File: src/rtl/and_sweep_ctrl_if.sv
// Control/result bundle plus gate pins for the AND self-test sequencer.
// master = boot controller and gate side, slave = the sequencer.
interface and_sweep_ctrl_if #(
   parameter int ERR_W = 8
);
   logic             start;
   logic             abort;
   logic             gate_out;
   logic             gate_a;
   logic             gate_b;
   logic             busy;
   logic             done;
   logic             pass;
   logic [ERR_W-1:0] err_count;
   logic [1:0]       fail_vec;
   logic             fail_valid;

   modport master (
      output start, abort, gate_out,
      input  gate_a, gate_b, busy, done, pass, err_count, fail_vec, fail_valid
   );

   modport slave (
      input  start, abort, gate_out,
      output gate_a, gate_b, busy, done, pass, err_count, fail_vec, fail_valid
   );
endinterface

File: src/rtl/and_sweep_ctrl.sv
// Sweeps a 2-input AND gate through 00..11 for LOOPS passes, HOLD_CYCLES per vector, and scores it.
// Latency: run lasts 4*HOLD_CYCLES*LOOPS cycles then a 1-cycle done; no backpressure, abort ends a run early.
module and_sweep_ctrl #(
   parameter int HOLD_CYCLES = 4,
   parameter int LOOPS       = 1,
   parameter int ERR_W       = 8
) (
   input logic           clk,
   input logic           rst_n,
   and_sweep_ctrl_if.slave bus
);
   localparam logic [1:0] ST_IDLE = 2'd0;
   localparam logic [1:0] ST_RUN  = 2'd1;
   localparam logic [1:0] ST_DONE = 2'd2;

   localparam int HW = (HOLD_CYCLES > 1) ? $clog2(HOLD_CYCLES) : 1;
   localparam int LW = (LOOPS > 1) ? $clog2(LOOPS) : 1;
   localparam logic [HW-1:0] HOLD_LAST = HW'(HOLD_CYCLES - 1);
   localparam logic [LW-1:0] LOOP_LAST = LW'(LOOPS - 1);

   logic [1:0]       state;
   logic [HW-1:0]    hold_cnt;
   logic [LW-1:0]    loop_cnt;
   logic [1:0]       vec;
   logic [ERR_W-1:0] err_count;
   logic [1:0]       fail_vec;
   logic             fail_valid;
   logic             pass;

   logic             sample;
   logic             mismatch;
   logic             last_vec;
   logic             last_loop;
   logic             finish;
   logic [ERR_W-1:0] err_next;

   // vec doubles as the registered {gate_a, gate_b} drive, so the compare uses exactly what the gate sees
   always_comb begin
      sample    = (state == ST_RUN) && (hold_cnt == HOLD_LAST);
      mismatch  = sample && (bus.gate_out != (vec[1] & vec[0]));
      last_vec  = (vec == 2'b11);
      last_loop = (loop_cnt == LOOP_LAST);
      finish    = sample && last_vec && last_loop;
      err_next  = err_count;
      if (mismatch && !(&err_count)) begin
         err_next = err_count + ERR_W'(1);
      end
   end

   always_ff @(posedge clk or negedge rst_n) begin
      if (!rst_n) begin
         state      <= ST_IDLE;
         hold_cnt   <= '0;
         loop_cnt   <= '0;
         vec        <= 2'b00;
         err_count  <= '0;
         fail_vec   <= 2'b00;
         fail_valid <= 1'b0;
         pass       <= 1'b0;
      end else begin
         case (state)
            ST_IDLE: begin
               if (bus.start && !bus.abort) begin
                  state      <= ST_RUN;
                  hold_cnt   <= '0;
                  loop_cnt   <= '0;
                  vec        <= 2'b00;
                  err_count  <= '0;
                  fail_vec   <= 2'b00;
                  fail_valid <= 1'b0;
                  pass       <= 1'b0;
               end
            end

            ST_RUN: begin
               // scoring happens even on the abort edge so a last-moment mismatch is not lost
               err_count <= err_next;
               if (mismatch && !fail_valid) begin
                  fail_vec   <= vec;
                  fail_valid <= 1'b1;
               end

               if (bus.abort) begin
                  state    <= ST_IDLE;
                  hold_cnt <= '0;
                  loop_cnt <= '0;
                  vec      <= 2'b00;
                  pass     <= 1'b0;
               end else if (sample) begin
                  hold_cnt <= '0;
                  vec      <= vec + 2'd1;
                  if (last_vec) begin
                     loop_cnt <= last_loop ? '0 : loop_cnt + LW'(1);
                  end
                  if (finish) begin
                     state <= ST_DONE;
                     pass  <= (err_next == '0);
                  end
               end else begin
                  hold_cnt <= hold_cnt + HW'(1);
               end
            end

            ST_DONE: begin
               state <= ST_IDLE;
            end

            default: begin
               state <= ST_IDLE;
            end
         endcase
      end
   end

   assign bus.gate_a     = vec[1];
   assign bus.gate_b     = vec[0];
   assign bus.busy       = (state == ST_RUN);
   assign bus.done       = (state == ST_DONE);
   assign bus.pass       = pass;
   assign bus.err_count  = err_count;
   assign bus.fail_vec   = fail_vec;
   assign bus.fail_valid = fail_valid;

   a_done_pulse : assert property (@(posedge clk) disable iff (!rst_n)
      bus.done |=> !bus.done);
   a_gate_idle : assert property (@(posedge clk) disable iff (!rst_n)
      !bus.busy |-> (vec == 2'b00));
   a_err_implies_fail : assert property (@(posedge clk) disable iff (!rst_n)
      (err_count != '0) |-> fail_valid);
endmodule

File: src/flat_wrapper.sv
// flat-port wrapper written by rule: the top's interface ports become plain ports
module and_sweep_ctrl_flat 
#(
   parameter int HOLD_CYCLES = 4,
   parameter int LOOPS       = 1,
   parameter int ERR_W       = 8
)
  (clk, rst_n, bus_start, bus_abort, bus_gate_out, bus_gate_a, bus_gate_b, bus_busy, bus_done, bus_pass, bus_err_count, bus_fail_vec, bus_fail_valid);
  and_sweep_ctrl_if #(.ERR_W(ERR_W)) bus_i ();
  input logic clk;
  input logic rst_n;
  input wire logic [$bits(bus_i.start)-1:0] bus_start;
  input wire logic [$bits(bus_i.abort)-1:0] bus_abort;
  input wire logic [$bits(bus_i.gate_out)-1:0] bus_gate_out;
  output wire logic [$bits(bus_i.gate_a)-1:0] bus_gate_a;
  output wire logic [$bits(bus_i.gate_b)-1:0] bus_gate_b;
  output wire logic [$bits(bus_i.busy)-1:0] bus_busy;
  output wire logic [$bits(bus_i.done)-1:0] bus_done;
  output wire logic [$bits(bus_i.pass)-1:0] bus_pass;
  output wire logic [$bits(bus_i.err_count)-1:0] bus_err_count;
  output wire logic [$bits(bus_i.fail_vec)-1:0] bus_fail_vec;
  output wire logic [$bits(bus_i.fail_valid)-1:0] bus_fail_valid;
  assign bus_i.start = bus_start;
  assign bus_i.abort = bus_abort;
  assign bus_i.gate_out = bus_gate_out;
  assign bus_gate_a = bus_i.gate_a;
  assign bus_gate_b = bus_i.gate_b;
  assign bus_busy = bus_i.busy;
  assign bus_done = bus_i.done;
  assign bus_pass = bus_i.pass;
  assign bus_err_count = bus_i.err_count;
  assign bus_fail_vec = bus_i.fail_vec;
  assign bus_fail_valid = bus_i.fail_valid;
  and_sweep_ctrl #(.HOLD_CYCLES(HOLD_CYCLES), .LOOPS(LOOPS), .ERR_W(ERR_W)) u_core (.clk(clk), .rst_n(rst_n), .bus(bus_i));
endmodule
File: config.mk
export PLATFORM = sky130hd
export DESIGN_NAME = and_sweep_ctrl_flat
export DESIGN_NICKNAME = d
export VERILOG_FILES = /design/src/rtl/and_sweep_ctrl_if.sv /design/src/rtl/and_sweep_ctrl.sv /design/src/flat_wrapper.sv
export SDC_FILE = /design/constraint.sdc
export NUM_CORES = 1
export LEC_CHECK = 0
export ABC_AREA = 1
export CORE_UTILIZATION = 30
export CTS_CLUSTER_DIAMETER = 150
export DETAILED_ROUTE_END_ITERATION = 12
export GPL_ROUTABILITY_DRIVEN = 0
export GPL_TIMING_DRIVEN = 1
export PLACE_DENSITY = 0.5
export SYNTH_ARGS = -nofsm -noshare
export SYNTH_HDL_FRONTEND = slang
export SYNTH_SLANG_ARGS = --single-unit
File: constraint.sdc
create_clock -name clk -period 2.6 [get_ports clk]
set_clock_uncertainty 0.1 [all_clocks]
set_input_delay 0.52 -clock clk [delete_from_list [all_inputs] [get_ports clk]]
set_output_delay 0.52 -clock clk [all_outputs]
set_load 0.005 [all_outputs]
==> summary.txt <==
Place
  – IO buf count: 20
  – Pre-CTS setup slack: approximately 0.45 ns
  – DP HPWL: 2004 um
  – # placed instances: 225

Timing
  – Slew headroom: 0.7774
  – Fin. max-slew vios: 0
  – Fin crit share: 0.8435
  – Final hold violations: 0
  – Fmax: between 0.4 and 0.5 GHz
  – RSZ-0062 raised after global routing: no
  – Fin crit period: 2.193 ns
  – Slew @ Worst Pin: roughly 0.33 ns
  – Setup slack after layout: 0.4070 ns
  – Final setup TNS: 0 ns
  – Final Setup Violations: 0

Power
  – PwrDens: 499.0 nW/um2
  – Internal power: 0.4995 mW
  – Power share of the sequential group: 0.480
  – Switching power: 0.2154 mW
  – Clock power frac: 0.266
  – Peak VDD IR: 0.2812 mV
  – Leak: roughly 0.7 nW
  – Sw Ratio: 0.3013
  – Comb pwr share: 0.254

Route
  – DR WL/cell: 11.41 um
  – DRC Markers: 0
  – Post-Route WL: 2602 um
  – Vias/cell: between 4 and 5
  – Via count: 1,064
  – TritonRoute pass-1 iters: 4
  – Post-DRT Antenna Nets: 0
  – Iter 0 DRT Violations: 60

Finish
  – Final Non-Filler Cells: 228
  – Layout cells sized above 1: 0.08791
  – Synth-to-Final Area Change: 26.66%
  – Most frequent cells in the layout: nand2_1 (56), inv_1 (24), clkdlybuf4s50_1 (20)
  – Commonest non-fill, non-tap cell in the layout: nand2_1
  – Post-Route Utilization: 0.4131
  – Diode count: 0
  – NumNets Final: 192

Clock network
  – CTS sink cnt: 18
  – Clock Pin Slew Worst Setup and Hold Paths: approximately 0.060 ns
  – CTS root buf: clkbuf_8
  – Number of gates resized after CTS: 0
  – Clk buf depth: 2
  – Clk_lat worst skew: 0.25 ns
  – Hold_buf cts: 0
  – H-tree lvl count: 1
  – CTS tree: built
  – # Post-CTS Setup Buffers: 0
  – CTS Buf Count: 3

Synthesis
  – Distinct cells, synth: 21
  – Warnings, synthesis: 0
  – Seq cells post-synth: 18
  – Synth Area per Inst: slightly above 7 um2
  – Sequential fraction of the synthesis area: 0.3982
  – Syn nets: 167
  – Cell accounting for the most synthesized area: dfrtp_1
  – Syn Inst Count: approximately 160
  – Share of the synthesized area in the top cell type: 0.3982
  – Synth area leaders: dfrtp_1 (40%), nand2_1 (19%), inv_1 (8.0%)
  – Mapped Area: 1131 um2

GRT
  – GRT Util Overall: 0.1432
  – Grt total ovfl: 0
  – Initial antenna violation count: 0
  – Vias in the first global route: 993
  – Largest net degree at the start of global routing: 19
  – First-pass GRT wire length: 4554 um

Setup path
  – Required @ worst endpoint: 1.98 ns
  – Crit start category: flop
  – Peak fanout along the critical path: 9
  – CP max stage cell: clkdlybuf4s50_1
  – Crit path DAT: around 1.6 ns
  – Critical path, cell by cell: inv_1 > nand2_2 > inv_1 > clkdlybuf4s50_1
  – Worst Setup End Kind: output pin
  – CP most frequent cell: inv_1
  – Slowest cell delay on critical path: 0.51 ns
  – Setup Crit Path Kind: flop to output pin
  – Worst reg-to-reg setup slack: 0.82 ns

Die
  – # IOs: 21
  – Initial core utilization: 0.3261
  – Core area: 3468 um2
  – Die Area: roughly 4000 um2
  – Die H: approximately 63 um
  – Rows: 21
  – Die W: 63.40 um

Run status
  – Status: finished, final reports clean

Min path
  – Hold WC Path Type: flop to flop

Job
  – Max-cap viol count: 0
-- kinds of logic after synthesis --
| group | count (synthesis) | synth area share |
|---|---|---|
| AO/OA/AOI/OAI | 16 | 0.08186 |
| XOR/XNOR | 1 | 0.007745 |
| adder cells (fa/ha/maj) | 3 | 0.03319 |
| buffers and inverters | 27 | 0.09071 |
| flip-flops | 18 | 0.3982 |
| AND/OR/NAND/NOR | 94 | 0.3883 |
-- flip-flops by register name, summed over array words and instances, names as in the netlist --
register,flops
u_core.hold_cnt,2
u_core.vec,2
u_core.state,2
u_core.bus.err_count,8
u_core.bus.fail_valid,1
u_core.bus.pass,1
u_core.bus.fail_vec,2
-- critical path, delay by kind of cell (launching register included) --
family	cells	cell delay [ns]
AND/OR/NAND/NOR	1	0.18
flip-flops	1	0.38
buffers and inverters	3	0.76
-- layer usage --
layer,global-route usage,routed length [um],up-vias
li1,-,-,552
met4,0.06818,35,0
met3,0.01812,72,4
met5,0,0,-
met1,0.1942,1283,489
met2,0.2234,1211,19
-- cells in the mapped netlist, drive strengths merged --
library cell and count:
nand4 3, nand3 13, xor2 1, a21oi 2, o22ai 7, a22o 1
buf 1, inv 26, nand2 60, ha 3, dfrtp 18, o21ai 6
nor2 17, nand3b 1
-- path summary, 6_finish.rpt --
path | start | to | cells after the start
max in group asynchronous | rst_n | u_core.bus.fail_vec[0]$_DFFE_PN0P_ | 2
min in group asynchronous | rst_n | u_core.bus.err_count[3]$_DFFE_PN0P_ | 2
setup / recovery | u_core.state[1]$_DFFE_PN0P_ | bus_busy | 4
setup reg to reg | u_core.bus.err_count[0]$_DFFE_PN0P_ | u_core.bus.pass$_DFFE_PN0P_ | 11
hold / removal | u_core.hold_cnt[0]$_DFFE_PN0P_ | u_core.hold_cnt[0]$_DFFE_PN0P_ | 1
hold reg to reg | u_core.hold_cnt[0]$_DFFE_PN0P_ | u_core.hold_cnt[0]$_DFFE_PN0P_ | 1
-- cell type report --
class	count	area (um2)
fillers	380	2036
multi-input cells	114	578.1
flip-flops and latches	18	450.4
repair buffers	21	207.7
inverters	26	97.59
well taps	46	57.56
clock buffers	3	41.29
-- stage by stage --
stage | hold slack (ns) | power [mW] | instance area [um2]
detailed placement | 0.3731 | 0.5322 | 1391
global route | 0.3943 | 0.7699 | 1433
finish | 0.3751 | 0.7149 | 1433
floorplan | 0.1244 | 0.4500 | 1131
CTS | 0.3830 | 0.7314 | 1433
global placement | 0.3745 | 0.5318 | 1391
-- power by group through the flow --
stage          Sequential (mW)  Combinational, mW  Clock (mW)
3_5_place_dp             0.348              0.184           0
6_report                 0.343              0.182       0.190
4_1_cts                  0.343              0.185       0.204
2_1_floorplan            0.344              0.106           0
3_3_place_gp             0.348              0.184           0
5_1_grt                  0.346              0.211       0.212
(Power assumes the default switching activity.)
